[config.mk]
export PLATFORM = sky130hd
export DESIGN_NAME = uart_tx_sched
export DESIGN_NICKNAME = d
export VERILOG_FILES = /design/src/rtl/uart_tx_sched.sv
export SDC_FILE = /design/constraint.sdc
export NUM_CORES = 1
export LEC_CHECK = 0
export ABC_AREA = 1
export CORE_UTILIZATION = 47
export DETAILED_ROUTE_END_ITERATION = 8
export PLACE_DENSITY = 0.86
export SYNTH_ARGS = -nofsm -noshare
export SYNTH_HDL_FRONTEND = slang
export SYNTH_SLANG_ARGS = --single-unit
[constraint.sdc]
create_clock -name clk -period 4.5 [get_ports clk]
set_input_delay 0.9 -clock clk [delete_from_list [all_inputs] [get_ports clk]]
set_output_delay 0.9 -clock clk [all_outputs]
set_load 0.005 [all_outputs]
[src/rtl/uart_tx_sched.sv]
// uart_tx_sched: round-robin byte scheduler and sole writer of the UART control register
module uart_tx_sched #(
    parameter int         NUM_REQ       = 4,
    parameter int         TX_BUSY_BIT   = 0,
    parameter int         START_TIMEOUT = 1024,
    parameter logic [9:0] CFG_DEFAULT   = 10'h1C3
) (
    input  logic                       clk,
    input  logic                       srst,
    input  logic [NUM_REQ-1:0]         req_valid,
    input  logic [NUM_REQ*8-1:0]       req_data,
    output logic [NUM_REQ-1:0]         req_ready,
    input  logic                       cfg_valid,
    input  logic [9:0]                 cfg_data,
    output logic                       cfg_ready,
    output logic                       ctl_reg_we,
    output logic [18:0]                ctl_reg_wdata,
    output logic [18:0]                ctl_reg_wmask,
    input  logic [11:0]                st_reg_rdata,
    output logic                       done,
    output logic [$clog2(NUM_REQ)-1:0] done_id,
    output logic                       err_timeout,
    input  logic                       err_clr,
    output logic                       busy
);
    localparam int IW = $clog2(NUM_REQ);

    typedef enum logic [2:0] {IDLE, CFG, LOAD, WAIT_BUSY, WAIT_DONE, CLEAR} state_t;

    state_t        state, nxt;
    logic [IW-1:0] last_grant, cur_id, gnt, idx;
    logic          gnt_any, tx_busy, timeout, unused_ok;
    logic [9:0]    shadow;
    logic [15:0]   cnt;

    assign tx_busy   = st_reg_rdata[TX_BUSY_BIT];
    assign unused_ok = ^st_reg_rdata;
    assign busy      = state != IDLE;
    assign timeout   = state == WAIT_BUSY && !tx_busy && cnt == 16'(START_TIMEOUT - 1);

    // Round-robin search starting just after the last winner; the nearest valid requester wins
    always_comb begin
        gnt_any = 1'b0;
        gnt     = '0;
        idx     = '0;
        for (int k = NUM_REQ; k >= 1; k--) begin
            idx = IW'((int'(last_grant) + k) % NUM_REQ);
            if (req_valid[idx]) begin
                gnt_any = 1'b1;
                gnt     = idx;
            end
        end
    end

    // Next state and handshakes; config always beats byte requests in IDLE
    always_comb begin
        nxt       = state;
        cfg_ready = 1'b0;
        req_ready = '0;
        case (state)
            IDLE: begin
                if (cfg_valid) begin
                    cfg_ready = 1'b1;
                    nxt       = CFG;
                end else if (gnt_any) begin
                    req_ready = NUM_REQ'(1) << gnt;
                    nxt       = LOAD;
                end
            end
            CFG:       nxt = IDLE;
            LOAD:      nxt = WAIT_BUSY;
            WAIT_BUSY: nxt = tx_busy ? WAIT_DONE : (timeout ? CLEAR : WAIT_BUSY);
            WAIT_DONE: nxt = tx_busy ? WAIT_DONE : CLEAR;
            CLEAR:     nxt = IDLE;
            default:   nxt = IDLE;
        endcase
    end

    // State register
    always_ff @(posedge clk) begin
        if (srst) state <= IDLE;
        else      state <= nxt;
    end

    // Register the write port from the next state so the strobe lines up with CFG/LOAD/CLEAR
    always_ff @(posedge clk) begin
        if (srst) begin
            shadow        <= CFG_DEFAULT;
            last_grant    <= IW'(NUM_REQ - 1);
            cur_id        <= '0;
            cnt           <= '0;
            ctl_reg_we    <= 1'b0;
            ctl_reg_wdata <= '0;
            ctl_reg_wmask <= '0;
            done          <= 1'b0;
            done_id       <= '0;
            err_timeout   <= 1'b0;
        end else begin
            ctl_reg_we    <= nxt inside {CFG, LOAD, CLEAR};
            ctl_reg_wdata <= '0;
            ctl_reg_wmask <= '0;
            done          <= nxt == CLEAR;
            cnt           <= state == WAIT_BUSY ? cnt + 16'd1 : 16'd0;
            err_timeout   <= timeout | (err_timeout & ~err_clr);
            if (cfg_ready) begin
                shadow        <= cfg_data;
                ctl_reg_wdata <= {9'h0, cfg_data};
                ctl_reg_wmask <= 19'h003FF;
            end
            if (|req_ready) begin
                cur_id        <= gnt;
                last_grant    <= gnt;
                ctl_reg_wdata <= {req_data[{gnt, 3'b000} +: 8], 1'b1, shadow[9:1], 1'b1};
                ctl_reg_wmask <= 19'h7FC01;
            end
            if (nxt == CLEAR) begin
                ctl_reg_wmask <= 19'h00400;
                done_id       <= cur_id;
            end
        end
    end
endmodule
==> impl_metrics.py <==
metrics = {
    "cells_and_area": {
        "finalCoreUtilization": 0.6995,
        "drive_gt1_frac": 0.09711,
        "flow.area_growth_from_synthesis_pct": 39.74,
        "nNetsFinal": 543,
        "most_frequent_cells_in_the_layout": "sky130_fd_sc_hd__nand2_1 (109), sky130_fd_sc_hd__clkdlybuf4s50_1 (99), sky130_fd_sc_hd__dfxtp_1 (60)",
        "num_antenna_cells": 0,
        "layout.cells.most_common": "sky130_fd_sc_hd__nand2_1",
    },
    "clock_network": {
        "clk-insertion-delay-late_ns": 0.34,
        "cts_hold_buffers": 0,
        "postCtsSetupBuffers": 0,
        "cts_tree": "done",
        "clkTransAtPathRegs_ns": 0.06,
        "ctsResizeCount": 0,
        "cts_buffer_depth": 2,
        "cts_buffers": 9,
        "htree_levels": 3,
        "cts_root_buf": "sky130_fd_sc_hd__clkbuf_8",
        "clock-sinks": 60,
    },
    "drt": {
        "drt.antenna.violating_nets": 0,
        "remaining_drc_errors": 0,
        "viasPerCell": 4.912,
        "detail_route.iter0.violations": 78,
        "routedWlPerCell_um": 11.68,
        "first_drt_pass_iteration_count": 4,
        "route.vias.total": 2731,
        "drt_wl_total_mm": 6.496,
    },
    "logic_synthesis": {
        "syn_nets": 456,
        "postSynthAreaPerCell_um2": 7.186,
        "yosys.cell_types.count": 31,
        "synth_edf_count": 0,
        "ys_ff_latch": 60,
        "postSynth.asyncResetShare": 0,
        "synth.yosys.seq_area_share": 0.4253,
        "synth.yosys.warnings": 0,
        "synthesis.area_mm2": 0.002824,
        "synthCells": 393,
        "synth_flop_cell": "sky130_fd_sc_hd__dfxtp_1",
    },
    "worst_setup_path": {
        "worst-setup-path-type": "in2out",
        "timing.critical_path.from_type": "input port",
        "timing.critical_path.to_type": "output port",
        "cp_data_required_time_ns": 3.60,
        "crit_path_max_fanout": 20,
        "arrival_ns": 3.06,
    },
    "grt": {
        "antenna_found_initial": 0,
        "first_pass_grt_wire_length_mm": 10.74,
        "gr-total-overflow": 0,
        "grt_pass1_vias": 2638,
        "pin_count_of_the_biggest_net_entering_global_routing": 21,
        "groute.usage.overall": 0.2181,
    },
    "run_status": {
        "status": "finished clean",
    },
    "power_and_ir_drop": {
        "design_power_total_w": 0.001713,
        "cellLeakagePower_nw": 1.721,
        "pwr_density_cell_mw_per_mm2": 434.0,
        "power.ir.vdd_worst_mv": 0.2415,
    },
    "sta": {
        "worst-slew-pin-transition_ns": 0.5564,
        "setup_tns_ns": 0,
        "timing_max_transition_violations_final": 0,
        "max-slew-margin-rel": 0.6279,
        "hold_violations": 0,
        "period_needed_ns": 3.957,
        "setup_viol_count_final": 0,
        "timing.final.crit_share": 0.8792,
        "timing.hold.ws_ns": 0.4522,
        "grt_setup_unrepaired": "no",
        "post-route-worst-setup-slack_ns": 0.5434,
        "achievable-frequency_mhz": 252.7,
        "fin_skew_ns": 0.006735,
    },
    "place": {
        "gp_congestion": 0.8273,
        "hpwl_mm": 4.792,
        "port_buffers": 99,
        "placement.setup.worst_slack_ns": 0.5253,
    },
    "flow_run": {
        "max_cap_viol_count": 0,
    },
    "die": {
        "chipHeight_um": 79.52,
        "start_util": 0.5006,
        "core_area_mm2": 0.005642,
        "floorplan.rows": 27,
        "die_w_um": 79.52,
        "top_level_ports": 111,
        "floorplan.die_area_mm2": 0.006323,
    },
    "hold_path": {
        "min_path_type": "reg2reg",
    },
}
final timing paths:
check / startpoint / to / slack, ns / cells after the start
hold / removal: cnt[0]$_SDFF_PP0_ / cnt[0]$_SDFF_PP0_ / 0.45 / 1
hold reg to reg: cnt[0]$_SDFF_PP0_ / cnt[0]$_SDFF_PP0_ / 0.45 / 1
setup reg to reg: last_grant[0]$_SDFFE_PP1P_ / ctl_reg_wdata[4]$_SDFF_PP0_ / 2.53 / 13
setup / recovery: req_valid[1] / req_ready[3] / 0.54 / 12
synth_stat cells, types with 2 or more instances:
| cell | number | area share |
|---|---|---|
| sky130_fd_sc_hd__buf_2 | 2 | 0.0035 |
| sky130_fd_sc_hd__nand2_1 | 109 | 0.14 |
| sky130_fd_sc_hd__o211ai_1 | 7 | 0.019 |
| sky130_fd_sc_hd__nor3_1 | 8 | 0.014 |
| sky130_fd_sc_hd__inv_1 | 39 | 0.052 |
| sky130_fd_sc_hd__a21oi_1 | 20 | 0.035 |
| sky130_fd_sc_hd__dfxtp_1 | 60 | 0.43 |
| sky130_fd_sc_hd__buf_4 | 17 | 0.045 |
| sky130_fd_sc_hd__o21ai_1 | 2 | 0.0035 |
| sky130_fd_sc_hd__buf_6 | 3 | 0.012 |
| sky130_fd_sc_hd__inv_2 | 5 | 0.0066 |
| sky130_fd_sc_hd__nand2_2 | 11 | 0.024 |
| sky130_fd_sc_hd__a21oi_2 | 2 | 0.0062 |
| sky130_fd_sc_hd__nand2_4 | 5 | 0.020 |
| sky130_fd_sc_hd__xor2_1 | 2 | 0.0062 |
| sky130_fd_sc_hd__clkbuf_1 | 4 | 0.0053 |
| sky130_fd_sc_hd__nand4_1 | 3 | 0.0066 |
| sky130_fd_sc_hd__nor2_1 | 27 | 0.036 |
| sky130_fd_sc_hd__or2_2 | 3 | 0.0066 |
| sky130_fd_sc_hd__nand3_1 | 34 | 0.060 |
| sky130_fd_sc_hd__o22ai_1 | 4 | 0.0089 |
| sky130_fd_sc_hd__o21ai_0 | 17 | 0.030 |
metrics by stage:
step,std cells,area [µm²]
floorplan,393,2824
global placement,541,3741
detailed placement,541,3741
CTS,556,3946
global route,556,3946
finish,556,3946
report_power, final:
group / internal (W) / switching [W]
combinational: 0.000267 / 0.000329
sequential: 0.000583 / 0.0000282
clock: 0.000307 / 0.000198
layout make-up:
cell class / count / area (µm²)
Fill cell: 482 / 1695
Multi-Input combinational cell: 261 / 1256
Sequential cell: 60 / 1201
Timing Repair Buffer: 102 / 1013
Inverter: 46 / 180.2
Clock buffer: 10 / 127.6
Tap cell: 72 / 90.09
Clock inverter: 5 / 77.57
cell families after synthesis:
group,synth area share
buffers and inverters,0.1298
AOI/OAI and AO/OA,0.1108
and+or+nand+nor,0.3234
DFF,0.4253
xor gates and xnor gates,0.006204
adders and majority gates,0.004430
worst max-delay path, cell delays in order:
cell	delay, ns
sky130_fd_sc_hd__clkdlybuf4s50_1	0.45
sky130_fd_sc_hd__inv_1	0.06
sky130_fd_sc_hd__o21ai_2	0.17
sky130_fd_sc_hd__nand2_2	0.10
sky130_fd_sc_hd__nand2_2	0.10
sky130_fd_sc_hd__inv_2	0.06
sky130_fd_sc_hd__nand2_2	0.08
sky130_fd_sc_hd__nand2_4	0.13
sky130_fd_sc_hd__nand2_4	0.22
sky130_fd_sc_hd__inv_2	0.06
sky130_fd_sc_hd__nor3_1	0.17
sky130_fd_sc_hd__clkdlybuf4s50_1	0.54
sequential cells by signal, indices dropped and copies added (netlist names), 2 cells and up:
register	cells
done_id	2
last_grant	2
shadow	9
cur_id	2
state	3
cnt	16
ctl_reg_wdata	19
ctl_reg_wmask	4
per-layer routing:
layer	vias to the layer above	wire length [µm]	GRT usage
met3	9	549	0.08457
met4	0	88	0.08182
met2	91	3231	0.4009
li1	1414	-	-
met1	1217	2627	0.2194
met5	-	0	0
No activity file was read; power rests on OpenSTA's default activity.
